<file path="config.mk">
export PLATFORM = sky130hd
export DESIGN_NAME = ptr_ctrl
export DESIGN_NICKNAME = d
export VERILOG_FILES = /design/src/rtl/ptr_ctrl.sv
export SDC_FILE = /design/constraint.sdc
export NUM_CORES = 1
export LEC_CHECK = 0
export CORE_MARGIN = 8
export CORE_UTILIZATION = 47
export CTS_BUF_LIST = sky130_fd_sc_hd__clkbuf_4 sky130_fd_sc_hd__clkbuf_8
export CTS_CLUSTER_DIAMETER = 120
export DETAILED_ROUTE_END_ITERATION = 10
export PLACE_DENSITY = 0.73
export SLEW_MARGIN = 20
export SYNTH_ARGS = -nofsm -noshare
export SYNTH_HDL_FRONTEND = slang
export SYNTH_SLANG_ARGS = --single-unit
</file>
<file path="constraint.sdc">
create_clock -name clk -period 3.45 [get_ports clk]
set_input_delay 0.69 -clock clk [delete_from_list [all_inputs] [get_ports clk]]
set_output_delay 0.69 -clock clk [all_outputs]
set_load 0.005 [all_outputs]
</file>
<file path="src/rtl/ptr_ctrl.sv">
`default_nettype none
// ============================================================================
// Module   : ptr_ctrl
// Purpose  : Bank of clamped pointer registers with LOAD/INC/DEC/READ/CLEAR
//            and multi-beat BURST emission; all outputs registered.
// Revision : 1.0 - initial release
// ============================================================================
module ptr_ctrl #(
    parameter int PTR_MAX = 4,
    parameter int NREG    = 4
) (
    input  logic       clk,
    input  logic       rst,
    input  logic       valid_in,
    output logic       ready_out,
    input  logic [2:0] op,
    input  logic [1:0] sel,
    input  logic [7:0] imm,
    output logic [7:0] ptr,
    output logic       ptr_valid,
    output logic       wrap,
    output logic       err
);

    localparam logic [7:0] c_PTR_MAX  = 8'(PTR_MAX);
    localparam logic [2:0] c_OP_LOAD  = 3'b001;
    localparam logic [2:0] c_OP_INC   = 3'b010;
    localparam logic [2:0] c_OP_DEC   = 3'b011;
    localparam logic [2:0] c_OP_READ  = 3'b100;
    localparam logic [2:0] c_OP_CLEAR = 3'b101;
    localparam logic [2:0] c_OP_BURST = 3'b110;

    typedef enum logic [0:0] {
        ST_IDLE  = 1'b0,
        ST_BURST = 1'b1
    } state_t;

    state_t     r_state;
    state_t     w_state_next;
    logic [2:0] r_cnt;
    logic [2:0] w_cnt_next;
    logic [1:0] r_bsel;
    logic [1:0] w_bsel_next;
    logic [7:0] r_regs [NREG];
    logic [7:0] r_ptr;
    logic       r_ptr_valid;
    logic       r_wrap;
    logic       r_err;

    logic       w_sel_ok;
    logic [7:0] w_cur;
    logic [7:0] w_bval;
    logic       w_emit;
    logic [7:0] w_emit_val;
    logic       w_wrap;
    logic       w_wr;
    logic [1:0] w_wr_idx;
    logic [7:0] w_wr_val;
    logic       w_clear;
    logic       w_err_set;

    assign w_sel_ok  = (int'(sel) < NREG);
    assign ready_out = (r_state == ST_IDLE);
    assign ptr       = r_ptr;
    assign ptr_valid = r_ptr_valid;
    assign wrap      = r_wrap;
    assign err       = r_err;

    // Loop-based read keeps the mux safe for NREG smaller than the sel range
    always_comb begin
        w_cur  = '0;
        w_bval = '0;
        for (int i = 0; i < NREG; i++) begin
            if (int'(sel) == i)    w_cur  = r_regs[i];
            if (int'(r_bsel) == i) w_bval = r_regs[i];
        end
    end

    always_ff @(posedge clk) begin
        if (rst) begin
            r_state <= ST_IDLE;
            r_cnt   <= '0;
            r_bsel  <= '0;
        end else begin
            r_state <= w_state_next;
            r_cnt   <= w_cnt_next;
            r_bsel  <= w_bsel_next;
        end
    end

    always_comb begin
        w_state_next = r_state;
        w_cnt_next   = r_cnt;
        w_bsel_next  = r_bsel;
        w_emit       = 1'b0;
        w_emit_val   = r_ptr;
        w_wrap       = 1'b0;
        w_wr         = 1'b0;
        w_wr_idx     = sel;
        w_wr_val     = '0;
        w_clear      = 1'b0;
        w_err_set    = 1'b0;
        case (r_state)
            ST_IDLE: begin
                if (valid_in && w_sel_ok) begin
                    case (op)
                        c_OP_LOAD: begin
                            w_wr      = 1'b1;
                            w_wr_val  = (imm > c_PTR_MAX) ? c_PTR_MAX : imm;
                            w_err_set = (imm > c_PTR_MAX);
                        end
                        c_OP_INC, c_OP_BURST: begin
                            w_emit     = 1'b1;
                            w_emit_val = w_cur;
                            w_wr       = 1'b1;
                            w_wrap     = (w_cur == c_PTR_MAX);
                            w_wr_val   = w_wrap ? 8'd0 : w_cur + 8'd1;
                            // Beat 0 goes out now; remaining beats come from BURST state
                            if (op == c_OP_BURST && imm[2:0] != 3'd0) begin
                                w_state_next = ST_BURST;
                                w_cnt_next   = imm[2:0];
                                w_bsel_next  = sel;
                            end
                        end
                        c_OP_DEC: begin
                            w_emit     = 1'b1;
                            w_emit_val = w_cur;
                            w_wr       = 1'b1;
                            w_wrap     = (w_cur == 8'd0);
                            w_wr_val   = w_wrap ? c_PTR_MAX : w_cur - 8'd1;
                        end
                        c_OP_READ: begin
                            w_emit     = 1'b1;
                            w_emit_val = w_cur;
                        end
                        c_OP_CLEAR: w_clear = 1'b1;
                        default: ;
                    endcase
                end
            end
            ST_BURST: begin
                w_emit     = 1'b1;
                w_emit_val = w_bval;
                w_wr       = 1'b1;
                w_wr_idx   = r_bsel;
                w_wrap     = (w_bval == c_PTR_MAX);
                w_wr_val   = w_wrap ? 8'd0 : w_bval + 8'd1;
                w_cnt_next = r_cnt - 3'd1;
                if (r_cnt == 3'd1) w_state_next = ST_IDLE;
            end
            default: w_state_next = ST_IDLE;
        endcase
    end

    always_ff @(posedge clk) begin
        for (int i = 0; i < NREG; i++) begin
            if (rst || w_clear) begin
                r_regs[i] <= '0;
            end else if (w_wr && int'(w_wr_idx) == i) begin
                r_regs[i] <= w_wr_val;
            end
        end
    end

    always_ff @(posedge clk) begin
        if (rst) begin
            r_ptr       <= '0;
            r_ptr_valid <= 1'b0;
            r_wrap      <= 1'b0;
            r_err       <= 1'b0;
        end else begin
            r_ptr_valid <= w_emit;
            r_wrap      <= w_wrap;
            if (w_emit)    r_ptr <= w_emit_val;
            if (w_clear)   r_err <= 1'b0;
            else if (w_err_set) r_err <= 1'b1;
        end
    end

endmodule
`default_nettype wire

</file>
==> results.py, run 1 <==
metrics = {
    "finish": {
        "fillCellCount": 562,
        "n_antenna_cell": 0,
        "area_growth_pct": 18.6,
        "num-nets-final": 385,
        "drive_gt1_frac": 0.215,
    },
    "clocking": {
        "cts.clk_slew.worst_paths_ns": 0.10,
        "htree_levels": 2,
        "cts.sinks": 49,
        "numCtsBuffers": 5,
        "clk_latency_ns": 0.32,
        "cts_resized": 0,
        "root_buffer": "clkbuf_8",
        "hold_buffers": 0,
        "cts_tree": "yes",
        "cts_setup_buffers": 0,
        "clockBufferDepth": 2,
    },
    "die": {
        "die_x_um": 99.4,
        "ioPinCount": 28,
        "coreArea_um2": 6760,
        "dieArea_um2": 9870,
        "die_h_um": 99.4,
        "num_rows": 30,
        "initial_core_util": 0.483,
    },
    "synth": {
        "synth_edf_count": 32,
        "syn_nets": 337,
        "ys_types": 60,
        "async_flop_share": 0,
        "syn_inst": 314,
        "ys_ff_latch": 49,
        "syn_area_per_cell_um2": 10.4,
        "syn-cell-area_um2": 3270,
        "synth_flop_cell": "edfxtp_1",
        "yosysWarnings": 0,
        "seq_area_frac_synth": 0.398,
    },
    "power_and_ir_drop": {
        "p_leak_nw": 1.33,
        "cellInternalPower_mw": 0.967,
        "power.total_mw": 1.39,
        "vdd.ir_drop.worst_mv": 0.205,
        "clkPwrFrac": 0.271,
        "pwr-share-comb": 0.241,
        "switchingPower_mw": 0.427,
        "p_per_area_nw_per_um2": 360,
        "p_seq_frac": 0.487,
        "switching_share": 0.306,
    },
    "sta": {
        "clock.fmax_ghz": 0.304,
        "hold_viol": 0,
        "clock-skew-final_ns": 0.0116,
        "relSlewSlack": 0.475,
        "period_needed_ns": 3.29,
        "maxSlewViolCount": 0,
        "rsz0062_at_grt": "no",
        "tns_ns": 0,
        "tightest_slew_ns": 0.786,
        "setup_viol": 0,
        "hold_slack_ns": 0.478,
        "period_share": 0.953,
    },
    "place": {
        "gp_congestion": 1.03,
        "portBuffers": 27,
        "dp.final_hpwl_mm": 6.55,
    },
    "worst_setup_path": {
        "cp-start-kind": "input pin",
        "required_ns": 3.50,
        "path_cells": "clkdlybuf4s50_1 -> buf_4 -> mux4_2 -> nor3_2 -> nand3_2 -> mux2_4 -> a221oi_2 -> nor3_1",
        "cp_top_family": "multiplexers",
        "crit_type": "input pin to register",
        "end_kind": "register",
        "cp_slowest_cell": "clkdlybuf4s50_1",
        "r2r_setup_slack_ns": 0.39,
        "slowest_delay_ns": 0.55,
        "cp_num_buf_inv": 2,
        "critical_path.max_fanout": 5,
        "arrival_ns": 3.34,
    },
    "global_route": {
        "antenna_found_initial": 0,
        "grt_usage": 0.172,
        "grt_max_degree": 21,
        "grtUsageMet3": 0.0328,
        "use_met2": 0.289,
        "grt_pass1_vias": 2673,
        "grt_first_pass_wirelength_mm": 13.6,
        "busiest_layer": "met2",
        "use_met1": 0.207,
        "grt_overflow": 0,
    },
    "routing": {
        "drt_iter0_drc": 165,
        "viasPerCell": 6.29,
        "drt_wl_total_mm": 8.26,
        "wire_per_inst_um": 18.6,
        "ant_nets": 0,
        "num_vias": 2788,
        "drc": 0,
        "first_pass_iters": 4,
    },
    "min_path": {
        "hold_class": "register to register",
    },
    "run_status": {
        "status": "finished clean",
    },
    "flow_run": {
        "drv_cap": 0,
    },
}
==> power by group through the flow <==
stage	Combinational [mW]	Sequential, mW	Clock, mW
3_5_place_dp	0.332	0.693	0
2_1_floorplan	0.208	0.683	0
6_report	0.336	0.680	0.378
5_1_grt	0.362	0.683	0.407
3_3_place_gp	0.327	0.690	0
4_1_cts	0.333	0.679	0.387
==> kinds of logic (layout without fill, tap and decap cells) <==
group                    count (synthesis)  in the layout  share of synthesized area
AND/OR/NAND/NOR                        120            120                      0.191
AO/OA/AOI/OAI                           69             69                      0.157
flip-flops                              49             49                      0.398
multiplexers                            34             34                      0.170
buffers and inverters                   28             77                     0.0387
adder cells (fa/ha/maj)                  7              7                     0.0268
XOR/XNOR                                 7              7                     0.0188
==> final timing paths <==
path         cells after the start                    endpoint                    from
max                              8  r_regs[3][7]$_SDFFCE_PN0P_                  sel[0]
min reg2reg                      1            err$_SDFFE_PP0P_        err$_SDFFE_PP0P_
max reg2reg                      8  r_regs[3][7]$_SDFFCE_PN0P_  r_bsel[0]$_SDFFE_PP0P_
min                              1            err$_SDFFE_PP0P_        err$_SDFFE_PP0P_
==> synth_stat cells (10+ instances only) <==
master / count / area share
nor2_1: 52 / 0.060
nand3_1: 10 / 0.015
a21oi_1: 15 / 0.023
edfxtp_1: 32 / 0.29
mux4_2: 16 / 0.11
nand2_1: 16 / 0.018
dfxtp_1: 17 / 0.10
inv_1: 12 / 0.014
a211oi_1: 14 / 0.032
mux2i_1: 10 / 0.031
o21ai_0: 13 / 0.020
==> metal layers <==
metal  share of wire  wire length [um]
met1            0.43              3520
met2            0.49              4050
met3           0.057               472
met4           0.026               214
met5               0                 0
==> cells in the final DEF (no fill, tap or decap), types with 2 or more instances in the layout <==
cell type	instances
a211oi_1	14
a211oi_2	2
a21oi_1	15
a221oi_2	3
a311o_1	2
buf_4	29
clkbuf_8	5
clkdlybuf4s50_1	27
dfxtp_1	17
edfxtp_1	32
ha_1	7
inv_1	12
inv_6	2
mux2_1	2
mux2_2	5
mux2i_1	10
mux4_2	16
nand2_1	16
nand3_1	10
nand3b_1	2
nand4_1	5
nor2_1	52
nor2b_1	8
nor3_1	6
o211ai_1	3
o21ai_0	13
o22ai_1	2
o31ai_1	2
or3_1	7
or3_4	2
xnor2_1	2
xor2_1	5
==> flip-flops by register name, indices dropped and copies added (netlist names) <==
signal / count
ptr: 8
r_state: 1
ptr_valid: 1
r_regs: 32
r_bsel: 2
wrap: 1
r_cnt: 3
err: 1
==> worst register-to-register path: cells and delay by family, from the launching register on <==
kind / cells / cell delay, ns
adder cells (fa/ha/maj): 1 / 0.14
buffers and inverters: 2 / 0.18
flip-flops: 1 / 0.64
AND/OR/NAND/NOR: 2 / 0.28
multiplexers: 1 / 0.71
AO/OA/AOI/OAI: 2 / 0.84
==> final cells by class <==
| cell class | count | area, um2 | share of cell area |
|---|---|---|---|
| clock buffers | 5 | 68.8 | 0.0178 |
| clock inverters | 3 | 28.8 | 0.00743 |
| inverters | 13 | 48.8 | 0.0126 |
| multi-input cells | 237 | 1840 | 0.474 |
| flip-flops and latches | 49 | 1300 | 0.336 |
| well taps | 80 | 100 | 0.0258 |
| repair buffers | 56 | 488 | 0.126 |
==> through the flow <==
step / instances / area (um2) / setup WS, ns / util
after floorplan: 314 / 3270 / 0.407 / -
after global placement: 435 / 3780 / -0.0669 / 0.559
after detailed placement: 435 / 3780 / -0.143 / 0.559
after CTS: 443 / 3870 / 0.200 / 0.573
after global routing: 443 / 3870 / 0.0642 / 0.573
final: 443 / 3870 / 0.163 / 0.573
Note: power is estimated with default switching activity, not from simulation.
==> inputs of run 2 (changes only) <==
HOLD_SLACK_MARGIN = 0.06   (was unset)
PLACE_DENSITY = unset   (was 0.73)
PLACE_DENSITY_LB_ADDON = 0.05   (was unset)
TNS_END_PERCENT = 1   (was unset)
==> results.py, run 2 (same netlist as run 1, synthesis figures left out) <==
metrics = {
    "global_route": {
        "grt_pass1_vias": 2779,
        "use_met1": 0.243,
        "use_met2": 0.321,
        "grt_usage": 0.192,
        "busiest_layer": "met2",
        "antenna_found_initial": 0,
        "grt_overflow": 0,
        "grt_first_pass_wirelength_mm": 14.6,
        "grt_max_degree": 21,
        "grtUsageMet3": 0.0293,
    },
    "clocking": {
        "clk_latency_ns": 0.32,
        "htree_levels": 2,
        "cts_resized": 0,
        "cts.sinks": 49,
        "numCtsBuffers": 5,
        "root_buffer": "clkbuf_8",
        "hold_buffers": 0,
        "cts_tree": "yes",
        "clockBufferDepth": 2,
        "cts_setup_buffers": 0,
        "cts.clk_slew.worst_paths_ns": 0.10,
    },
    "routing": {
        "wire_per_inst_um": 20.6,
        "drc": 0,
        "drt_wl_total_mm": 9.13,
        "num_vias": 2784,
        "first_pass_iters": 5,
        "drt_iter0_drc": 157,
        "viasPerCell": 6.27,
        "ant_nets": 0,
    },
    "finish": {
        "fillCellCount": 587,
        "n_antenna_cell": 0,
        "regMostFlops": "r_regs",
        "final_common_cell": "nor2_1",
        "num-nets-final": 386,
        "fin_util": 0.577,
        "drive_gt1_frac": 0.217,
        "most-common-layout-cells": "nor2_1, edfxtp_1, buf_4",
        "final_cell_count_no_fill": 444,
        "area_growth_pct": 19.3,
        "largest_register_ffs": 32,
        "multi_input_area_um2": 1840,
        "final-seq-area_um2": 1300,
        "stdcell_area_um2": 3900,
    },
    "die": {
        "coreArea_um2": 6760,
        "initial_core_util": 0.483,
        "die_h_um": 99.4,
        "num_rows": 30,
        "die_x_um": 99.4,
        "ioPinCount": 28,
        "dieArea_um2": 9870,
    },
    "power_and_ir_drop": {
        "p_per_area_nw_per_um2": 373,
        "p_leak_nw": 1.34,
        "vdd.ir_drop.worst_mv": 0.182,
    },
    "min_path": {
        "hold_class": "register to register",
    },
    "run_status": {
        "status": "finished clean",
    },
    "sta": {
        "tightest_slew_ns": 0.623,
        "maxSlewViolCount": 0,
        "clock-skew-final_ns": 0.0164,
        "rsz0062_at_grt": "no",
        "relSlewSlack": 0.581,
        "worst_slack_ns": 0.158,
        "hold_slack_ns": 0.482,
        "setup_viol": 0,
        "period_share": 0.954,
        "clock.fmax_ghz": 0.304,
        "period_needed_ns": 3.29,
        "hold_viol": 0,
    },
    "worst_setup_path": {
        "end_kind": "register",
        "cp-start-kind": "input pin",
        "required_ns": 3.51,
        "arrival_ns": 3.35,
        "crit_type": "input pin to register",
        "r2r_setup_slack_ns": 0.45,
        "critical_path.max_fanout": 8,
    },
    "place": {
        "place_ws_ns": -0.195,
        "placedCellCount": 436,
        "dp.final_hpwl_mm": 7.04,
        "post_dp_cell_area_um2": 3780,
        "portBuffers": 27,
        "gp_congestion": 0.960,
    },
    "flow_run": {
        "drv_cap": 0,
    },
}
==> run 2: cell count changes in the layout (fill, tap and decap cells not counted), sizes merged <==
| cell | delta |
|---|---|
| inv | -2 |
| buf | +1 |
| bufinv | +1 |
| clkinv | +1 |
==> run 2: worst paths after layout <==
path	start	endpoint	cells past startpoint
max reg2reg	r_bsel[0]$_SDFFE_PP0P_	r_regs[3][7]$_SDFFCE_PN0P_	9
min	err$_SDFFE_PP0P_	err$_SDFFE_PP0P_	1
max	sel[0]	r_regs[2][5]$_SDFFCE_PN0P_	8
min reg2reg	err$_SDFFE_PP0P_	err$_SDFFE_PP0P_	1
==> run 2: final cells by class <==
cell class / count / share of cell area
repair buffers: 57 / 0.127
inverters: 13 / 0.0125
flip-flops and latches: 49 / 0.334
clock buffers: 5 / 0.0177
clock inverters: 3 / 0.0112
multi-input cells: 237 / 0.472
well taps: 80 / 0.0257
==> run 2: per-layer routing <==
metal / wire, um / vias up
li1: - / 1285
met1: 3860 / 1379
met2: 4460 / 104
met3: 594 / 16
met4: 206 / 0
met5: 0 / -
==> run 2: stage by stage <==
stage                     setup TNS [ns]  total power [mW]
after global routing                   0              1.51
final                                  0              1.46
after global placement             -1.67              1.03
after floorplan                        0             0.891
after CTS                              0              1.46
after detailed placement           -2.63              1.03
==> run 2: where the power goes <==
part	internal, mW	switching, mW	total, mW
sequential	0.657	0.0180	0.675
combinational	0.159	0.190	0.349
clock	0.218	0.214	0.431
==> run 2: critical path, cell delays in order <==
cell and delay, ns:
clkdlybuf4s50_1 0.57, buf_4 0.22, mux4_2 0.57, or3_4 0.37
nor3_4 0.31, a221oi_2 0.11, a211oi_2 0.41, nor2_1 0.11
==> inputs of run 3 (changes only) <==
CAP_MARGIN = 20   (was unset)
CTS_BUF_LIST = unset   (was sky130_fd_sc_hd__clkbuf_4 sky130_fd_sc_hd__clkbuf_8)
==> results of run 3 <==
The final DEF is identical to that of run 2; final timing and power are the same.
